### src/rtl/fetch_unit.sv
// Instruction fetch stage: owns the PC, issues imem requests, fills the
// IF/ID pipeline register, absorbs one ID stall with a skid entry, and
// flushes on branch/JAL redirects.
module fetch_unit #(
    parameter logic [31:0] RESET_PC = 32'h0000_0000,
    parameter int          XLEN     = 32
) (
    input  logic            clk,
    input  logic            rst,
    output logic            imem_req,
    output logic [XLEN-1:0] imem_addr,
    input  logic [XLEN-1:0] imem_rdata,
    input  logic            imem_ready,
    input  logic            stall,
    input  logic            redirect,
    input  logic [XLEN-1:0] redirect_pc,
    output logic            if_id_valid,
    output logic [XLEN-1:0] if_id_pc,
    output logic [XLEN-1:0] if_id_inst,
    output logic [6:0]      if_id_opcode
);

    typedef enum logic [1:0] {
        BOOT  = 2'd0,
        FETCH = 2'd1,
        HELD  = 2'd2
    } state_t;

    state_t          state_q;
    logic [XLEN-1:0] pc_q;
    logic [XLEN-1:0] skid_pc_q;
    logic [XLEN-1:0] skid_inst_q;
    logic            if_id_valid_q;
    logic [XLEN-1:0] if_id_pc_q;
    logic [XLEN-1:0] if_id_inst_q;
    logic [XLEN-1:0] pc_plus4_s;
    logic            unused_rpc_lsb_s;

    // Target alignment drops the low two bits of the redirect address.
    assign unused_rpc_lsb_s = ^redirect_pc[1:0];
    assign pc_plus4_s       = pc_q + XLEN'(4);

    // Fetch FSM: redirect outranks everything; HELD means the skid entry is full.
    always_ff @(posedge clk or posedge rst) begin
        if (rst) begin
            state_q       <= BOOT;
            pc_q          <= RESET_PC[XLEN-1:0];
            skid_pc_q     <= {XLEN{1'b0}};
            skid_inst_q   <= {XLEN{1'b0}};
            if_id_valid_q <= 1'b0;
            if_id_pc_q    <= {XLEN{1'b0}};
            if_id_inst_q  <= {XLEN{1'b0}};
        end else if (redirect) begin
            // Kill IF/ID and the skid entry; any coincident response is dropped.
            state_q       <= FETCH;
            pc_q          <= {redirect_pc[XLEN-1:2], 2'b00};
            skid_pc_q     <= {XLEN{1'b0}};
            skid_inst_q   <= {XLEN{1'b0}};
            if_id_valid_q <= 1'b0;
        end else begin
            case (state_q)
                BOOT: begin
                    state_q <= FETCH;
                end
                FETCH: begin
                    if (imem_ready) begin
                        pc_q <= pc_plus4_s;
                        if (stall) begin
                            // ID is busy: park the response instead of losing it.
                            skid_pc_q   <= pc_q;
                            skid_inst_q <= imem_rdata;
                            state_q     <= HELD;
                        end else begin
                            if_id_valid_q <= 1'b1;
                            if_id_pc_q    <= pc_q;
                            if_id_inst_q  <= imem_rdata;
                        end
                    end else if (!stall) begin
                        if_id_valid_q <= 1'b0;
                    end else begin
                        if_id_valid_q <= if_id_valid_q;
                    end
                end
                HELD: begin
                    if (!stall) begin
                        // Hand the parked instruction to ID; no request this cycle.
                        if_id_valid_q <= 1'b1;
                        if_id_pc_q    <= skid_pc_q;
                        if_id_inst_q  <= skid_inst_q;
                        state_q       <= FETCH;
                    end else begin
                        state_q <= HELD;
                    end
                end
                default: begin
                    state_q       <= BOOT;
                    if_id_valid_q <= 1'b0;
                end
            endcase
        end
    end

    // Request and address derive only from registered state.
    assign imem_req     = (state_q == FETCH);
    assign imem_addr    = pc_q;
    assign if_id_valid  = if_id_valid_q;
    assign if_id_pc     = if_id_pc_q;
    assign if_id_inst   = if_id_inst_q;
    // A bubble presents opcode 0, which the decoder treats as a no-op.
    assign if_id_opcode = if_id_valid_q ? if_id_inst_q[6:0] : 7'b0;

endmodule

### config.mk
export PLATFORM = sky130hd
export DESIGN_NAME = fetch_unit
export DESIGN_NICKNAME = d
export VERILOG_FILES = /design/src/rtl/fetch_unit.sv
export SDC_FILE = /design/constraint.sdc
export NUM_CORES = 1
export LEC_CHECK = 0
export ABC_AREA = 0
export BUFFER_PORTS_ARGS = -buffer_cell sky130_fd_sc_hd__buf_2
export CAP_MARGIN = 20
export CORE_MARGIN = 4
export CORE_UTILIZATION = 49
export CTS_CLUSTER_SIZE = 24
export DETAILED_ROUTE_END_ITERATION = 16
export PLACE_DENSITY = 0.76
export SYNTH_ARGS = -nofsm -noshare
export SYNTH_HDL_FRONTEND = slang
export SYNTH_SLANG_ARGS = --single-unit
### constraint.sdc
create_clock -name clk -period 5.02 [get_ports clk]
set_input_delay 0.753 -clock clk [delete_from_list [all_inputs] [get_ports clk]]
set_output_delay 0.753 -clock clk [all_outputs]
set_load 0.01 [all_outputs]
After elaboration in Yosys (flattened, before gate mapping) --
Index checks and enable logic that the tools add are counted.
Operators by class: add/sub/neg operators 1, equal/unequal tests 9, mux-type cells 30, bitwise logic cells 1, reduce and logical (&&, ||, !) cells 10
Operators by type and width (count):
- $mux W32 | 17
- $pmux W32 S2 | 2
- $add A32 B3 Y32 const B | 1
- $mux W2 | 4
- $reduce_bool A2 Y1 | 4
- $mux W7 | 1
- $ne A2 B2 Y1 const B | 3
- $ne A3 B1 Y1 const B | 2
- $pmux W2 S3 | 1
- $reduce_and A2 Y1 | 3
- $reduce_and A5 Y1 | 1
- $mux W1 | 4
- $ne A4 B3 Y1 const B | 1
- $pmux W1 S3 | 1
- $reduce_and A3 Y1 | 1
- $eq A2 B1 Y1 const B | 1
- $eq A2 B2 Y1 const B | 1
- $logic_not A2 Y1 | 1
- $ne A2 B1 Y1 const B | 1
- $not A1 Y1 | 1
Storage, ports and cells: register bits after elaboration 163, input port bits 69, word-level logic and storage cells 58

Longest topological paths before layout --
Gate-level depths: netlist of run 1.
depth after elaboration 4, mapped depth 9

Worst setup path after synthesis of run 1 --
No wires, ideal clock.
path type register -> register, from register state_q[1], to register pc_q[18] (netlist: imem_addr[18]), arrival time 2.014 ns, required time 4.896 ns, path slack 2.882 ns, cell stages (with the launch flop) 9, buffers on the path 1, cell sequence dfrtp_1 > inv_1 > ha_1 > buf_2 > nand4_1 > or4_4 > nor4_1 > a2bb2oi_1 > o31a_1
Between the ends: word-level cells in the longest chain between the ends 3
RTL lines:
- from (decl) | RTL line 29 | state_t state_q;
- from (signal assigned) | RTL line 46 | state_q <= BOOT;
- from (signal assigned) | RTL line 55 | state_q <= FETCH;
- from (signal assigned) | RTL line 63 | state_q <= FETCH;
- $eq A2 B1 Y1
- net imem_req | RTL line 10 | output logic imem_req,
- $reduce_bool A2 Y1 (no line)
- $reduce_and A2 Y1 (no line)
- to (signal assigned) | RTL line 47 | pc_q <= RESET_PC[XLEN-1:0];
- to (signal assigned) | RTL line 56 | pc_q <= {redirect_pc[XLEN-1:2], 2'b00};
- to (signal assigned) | RTL line 67 | pc_q <= pc_plus4_s;
- to (decl) | RTL line 30 | logic [XLEN-1:0] pc_q;
The timed path passes the listed nets, and every way through them passes these cells. A chain may end at the register's enable or synchronous reset.

Final worst setup path of run 1 --
from input port redirect, to register if_id_pc_q[23] (netlist: if_id_pc[23])
Between the ends: word-level cells in the longest chain between the ends 2
RTL lines:
- from (decl) | RTL line 15 | input logic redirect,
- $not A1 Y1 (no line)
- $reduce_and A5 Y1 (no line)
- to (signal assigned) | RTL line 51 | if_id_pc_q <= {XLEN{1'b0}};
- to (signal assigned) | RTL line 75 | if_id_pc_q <= pc_q;
- to (signal assigned) | RTL line 88 | if_id_pc_q <= skid_pc_q;
- to (decl) | RTL line 34 | logic [XLEN-1:0] if_id_pc_q;
Every way passes these cells.

==> results.py, run 1 <==
metrics = {
    "timing": {
        "hold_slack_ns": 0.472,
        "max_freq_mhz": 326,
        "skew_ns": 0.0121,
        "drv_slew": 0,
        "slew_headroom_pct": 37.1,
        "setup_slack_ns": 1.96,
        "finalSetupViolations": 0,
        "finalCriticalPeriod_ns": 3.06,
        "min_period_over_period_pct": 61.0,
        "tns_ns": 0,
        "rsz0062_at_grt": "false",
        "tightestPinTransition_ns": 0.944,
        "finalHoldViolations": 0,
    },
    "die": {
        "die_w_um": 131,
        "die_area_mm2": 0.0171,
        "rows": 44,
        "start_util_pct": 50.5,
        "ios": 174,
        "chipHeight_um": 131,
        "coreArea_mm2": 0.0146,
    },
    "finish": {
        "syn2layout_area_growth_pct": 20.6,
        "stdcell_count": 1129,
        "num_antenna_cells": 0,
        "drive_gt1_share_pct": 22.8,
        "fin_area_mm2": 0.00892,
        "fin_nets": 1006,
        "utilization_pct": 60.9,
    },
    "worst_setup_path": {
        "critPathLaunchType": "primary input",
        "path_buf_inv": 3,
        "crit_chain": "buf_4 -> inv_1 -> nand3_4 -> buf_4 -> o21ai_0",
        "cp_slowest_stage_delay_ns": 0.72,
        "cp.required_ns": 5.27,
        "critPathMaxFanout": 102,
        "crit_top_cell": "buf_4",
        "critical-path-top-delay-family": "buffers and inverters",
        "crit_path_top_delay_cell": "buf_4",
        "crit_arrival_ns": 3.32,
        "crit_path_end_kind": "register",
        "crit_type": "primary input to register",
    },
    "grt": {
        "grt_pass1_wl_mm": 30.3,
        "antenna_found_initial": 1,
        "grt_pass1_vias": 5906,
        "grt_max_degree": 160,
        "grt_overflow": 0,
        "grtUsageTotal_pct": 22.5,
    },
    "min_path": {
        "hold_class": "register to register",
    },
    "logic_synthesis": {
        "syn_area_per_cell_um2": 9.25,
        "netlist_area_mm2": 0.00740,
        "synthDistinctLibCells": 50,
        "synth_top_cell_by_area": "dfrtp_1",
        "yosysMostFrequentCell": "nand2_1",
        "synthCells": 800,
        "synth_flop_cell": "dfrtp_1",
        "synth-seq-area-share_pct": 53.8,
        "synthTopCellsByArea": "dfrtp_1 54%, nand2_1 11%, mux2i_1 8.9%, o21ai_0 5.5%, a21oi_1 4.6%",
        "synth_warnings": 0,
        "synth_common_cells": "223 x nand2_1, 159 x dfrtp_1, 81 x o21ai_0, 68 x a21oi_1, 66 x mux2i_1",
        "synth_edf_count": 0,
        "async_reset_ff_share_pct": 100,
        "netlist.area_leader.share_pct": 53.8,
        "ys_ff_latch": 159,
    },
    "clocking": {
        "clkTransAtPathRegs_ns": 0.06,
        "post_cts_resized": 0,
        "cts_sinks": 159,
        "cts_setup_buffers": 0,
        "cts_buffer_depth": 2,
        "cts_tree": "yes",
        "htree_levels": 4,
        "insertion_delay_ns": 0.42,
        "cts_root_buf": "clkbuf_16",
        "ctsHoldBuffers": 0,
        "cts_buffers": 17,
    },
    "placement": {
        "place_inst": 1097,
        "dp_slack_ns": 1.53,
        "gp_congestion": 0.801,
        "hpwl_mm": 11.9,
        "io_buffer_count": 169,
        "placed_cell_area_mm2": 0.00832,
    },
    "route": {
        "dr.pass1.iters": 5,
        "wl_mm": 18.9,
        "via_count": 6254,
        "via_per_inst": 5.54,
        "remaining_drc_errors": 0,
        "avgRoutedWirePerCell_um": 16.7,
        "drtIter0Drc": 551,
        "ant_nets": 0,
    },
    "pwr": {
        "powerDensity_mw_per_mm2": 488,
        "ir_drop_mv": 0.299,
        "p_leak_nw": 4.07,
        "power_mw": 4.35,
    },
    "flow_run": {
        "cap_viol_max_count": 0,
    },
    "outcome": {
        "status": "finished, final reports clean",
    },
}
==> placed cells by master (no fill, tap or decap), types with 2 or more instances in the layout <==
cell,n
clkinvlp_4,5
and3_1,6
conb_1,2
nand2_1,223
o22ai_1,2
buf_2,168
xor2_1,6
and2_1,7
nor2_1,19
ha_1,4
mux2i_1,66
buf_4,6
a211oi_1,3
nand3_2,2
nor4_1,6
clkbuf_8,2
bufinv_16,3
a221oi_1,2
dfrtp_1,159
xnor2_1,4
a21oi_1,68
inv_1,9
clkbuf_1,4
nand4_1,12
o21a_1,2
nor3_1,6
clkbuf_16,17
nand3_1,17
o211ai_1,6
o21ai_0,81
==> kinds of logic after synthesis <==
group	synth area share, %
other cells	0.0507
xor+xnor	1.18
simple gates	18.3
buf+inv	3.94
flops	53.8
fa+ha+maj	0.845
mux	9.08
compound gates	12.8
==> worst reg2reg max path: stages, from the launching register on <==
cell	delay (ns)
dfrtp_1	0.44
inv_1	0.12
ha_1	0.41
nor2b_1	0.23
o22ai_1	0.13
nand3_4	0.26
buf_4	0.73
o21ai_0	0.34
==> worst paths after layout <==
check	start	cells past startpoint	slack, ns	end
worst max register to register	state_q[1]	7	2.20	if_id_pc[23]
worst min register to register	if_id_inst[27]	2	0.47	if_id_inst[27]
min in group asynchronous	rst	3	0.56	if_id_pc[5]
worst min-delay path	if_id_inst[27]	2	0.47	if_id_inst[27]
worst max-delay path	redirect	5	1.96	if_id_pc[23]
max in group asynchronous	rst	3	3.82	if_id_inst[0]
==> registers in the layout, summed over array words and instances (netlist names) <==
| register | flops |
|---|---|
| if_id_inst | 32 |
| skid_inst_q | 32 |
| if_id_pc | 31 |
| skid_pc_q | 31 |
| imem_addr | 30 |
| state_q | 2 |
| if_id_valid | 1 |
==> where the power goes <==
group | switching [mW] | internal (mW)
Combinational | 0.759 | 0.471
Clock | 0.505 | 0.809
Sequential | 0.222 | 1.59
Total | 1.49 | 2.87
==> per-layer routing <==
metal / track usage, % / up-vias / part of all wire (%)
met5: 0 / - / 0.063
li1: - / 2991 / -
met4: 5.93 / 2 / 1.2
met3: 6.10 / 21 / 6.2
met2: 36.7 / 200 / 49
met1: 30.1 / 3040 / 43
==> cell type report <==
class / instances / area (µm²)
Fill cell: 1305 / 5720
Sequential cell: 159 / 3980
Timing Repair Buffer: 175 / 906
Clock buffer: 23 / 468
Clock inverter: 9 / 134
Tap cell: 184 / 230
Inverter: 10 / 41.3
Multi-Input combinational cell: 569 / 3170
Power figures use the tool's default switching activity.
==> run 2: changes to the inputs <==
==> constraint.sdc (replaced) <==
create_clock -name clk -period 2.79 [get_ports clk]
set_input_delay 0.4185 -clock clk [delete_from_list [all_inputs] [get_ports clk]]
set_output_delay 0.4185 -clock clk [all_outputs]
set_load 0.01 [all_outputs]
==> results.py, run 2 (same netlist as run 1, synthesis figures left out) <==
metrics = {
    "worst_setup_path": {
        "crit_path_end_kind": "register",
        "crit_path_top_delay_cell": "nor4_2",
        "crit_chain": "inv_1 -> ha_1 -> nand4_1 -> nor4_2 -> nand2_1 -> o211ai_1 -> o311ai_0",
        "cp.required_ns": 3.06,
        "crit_arrival_ns": 2.80,
        "worstReg2RegStart": "state_q[1]",
        "critPathLaunchType": "register",
        "critPathMaxFanout": 13,
        "startpoint": "state_q[1]",
        "path_buf_inv": 1,
        "crit_type": "register to register",
        "critical-path-top-delay-family": "simple AND/OR/NAND/NOR gates",
        "cp_slowest_stage_delay_ns": 0.58,
    },
    "placement": {
        "hpwl_mm": 12.2,
        "gp_congestion": 0.810,
        "io_buffer_count": 169,
    },
    "die": {
        "start_util_pct": 50.5,
        "chipHeight_um": 131,
        "die_area_mm2": 0.0171,
        "die_w_um": 131,
        "coreArea_mm2": 0.0146,
        "ios": 174,
        "rows": 44,
    },
    "timing": {
        "rsz0062_at_grt": "false",
        "finalHoldViolations": 0,
        "tns_ns": 0,
        "drv_slew": 0,
        "finalCriticalPeriod_ns": 2.53,
        "finalSetupViolations": 0,
        "max_freq_mhz": 396,
        "tightestPinTransition_ns": 0.858,
        "slew_headroom_pct": 42.8,
        "min_period_over_period_pct": 90.6,
        "skew_ns": 0.00813,
    },
    "clocking": {
        "post_cts_resized": 0,
        "cts_setup_buffers": 0,
        "clkTransAtPathRegs_ns": 0.06,
        "cts_tree": "yes",
        "cts_buffers": 17,
        "htree_levels": 4,
        "cts_buffer_depth": 2,
        "cts_sinks": 159,
        "insertion_delay_ns": 0.42,
        "ctsHoldBuffers": 0,
        "cts_root_buf": "clkbuf_16",
    },
    "grt": {
        "grt_overflow": 0,
        "grtUsageTotal_pct": 22.4,
        "grt_pass1_vias": 6014,
        "antenna_found_initial": 0,
        "grt_max_degree": 160,
        "grt_pass1_wl_mm": 30.3,
    },
    "route": {
        "via_per_inst": 5.45,
        "avgRoutedWirePerCell_um": 16.5,
        "remaining_drc_errors": 0,
        "dr.pass1.iters": 5,
        "drtIter0Drc": 407,
        "via_count": 6188,
        "ant_nets": 0,
        "wl_mm": 18.7,
    },
    "finish": {
        "num_antenna_cells": 0,
        "final_common_cell": "nand2_1",
        "drive_gt1_share_pct": 23.3,
        "fin_nets": 1012,
        "syn2layout_area_growth_pct": 22.1,
        "final_cell_mix": "223 x nand2_1, 168 x buf_2, 159 x dfrtp_1",
    },
    "min_path": {
        "hold_class": "primary input to register",
        "worst_hold_startpoint": "redirect_pc[20]",
    },
    "pwr": {
        "power_mw": 8.00,
        "p_leak_nw": 4.14,
        "ir_drop_mv": 0.509,
        "powerDensity_mw_per_mm2": 884,
    },
    "outcome": {
        "status": "finished, final reports clean",
    },
    "flow_run": {
        "cap_viol_max_count": 0,
    },
}
-- run 2: cell types whose count changed in the layout (fill, tap and decap cells not counted), sizes merged --
cell,delta
inv,+1
clkinvlp,-2
clkbuf,-1
buf,+6
bufinv,+1
clkinv,+1
-- run 2: final timing paths --
check                      slack, ns  cells after the start              to
setup / recovery                0.26                      7   imem_addr[28]
hold / removal                  0.21                      2   imem_addr[20]
setup reg to reg                0.26                      7   imem_addr[28]
hold reg to reg                 0.47                      2  if_id_inst[30]
max in group asynchronous       1.91                      3  if_id_inst[20]
min in group asynchronous       0.25                      3    skid_pc_q[5]
-- run 2: per-layer routing --
| metal | global-route usage, % | part of all wire [%] | vias up |
|---|---|---|---|
| met5 | 0 | 0 | - |
| met4 | 7.14 | 1.2 | 0 |
| met3 | 5.65 | 6.3 | 21 |
| met2 | 35.8 | 49 | 193 |
| met1 | 30.2 | 43 | 2973 |
| li1 | - | - | 3001 |
-- run 2: report_power, final --
part / internal [mW] / switching (mW) / total [mW]
combinational: 0.904 / 1.38 / 2.29
clock: 1.54 / 0.924 / 2.47
sequential: 2.85 / 0.388 / 3.24
total: 5.30 / 2.69 / 8.00
-- run 2: final cells by class --
class,instances,area [µm²]
Fill cell,1259,5600
Sequential cell,159,3980
Multi-Input combinational cell,569,3170
Timing Repair Buffer,181,1000
Clock buffer,22,464
Tap cell,184,230
Clock inverter,10,159
Inverter,10,41.3
-- run 2: per-stage QoR --
step / setup slack, ns / cell area (µm²) / instances / hold WS [ns] / util (%)
final: 0.263 / 9040 / 1135 / 0.205 / 61.7
after global routing: 0.0324 / 9040 / 1135 / 0.187 / 61.7
after CTS: 0.300 / 9040 / 1135 / 0.190 / 61.7
after detailed placement: 0.302 / 8420 / 1103 / 0.465 / 57.5
after global placement: 0.433 / 8420 / 1103 / 0.455 / 57.5
after floorplan: 0.357 / 7410 / 801 / 0.484 / -
-- run 2: worst reg2reg max path, cell delays in order (launching register included) --
cell and delay (ns):
dfrtp_1 0.43, inv_1 0.12, ha_1 0.41, nand4_1 0.23, nor4_2 0.59, nand2_1 0.23, o211ai_1 0.21, o311ai_0 0.16
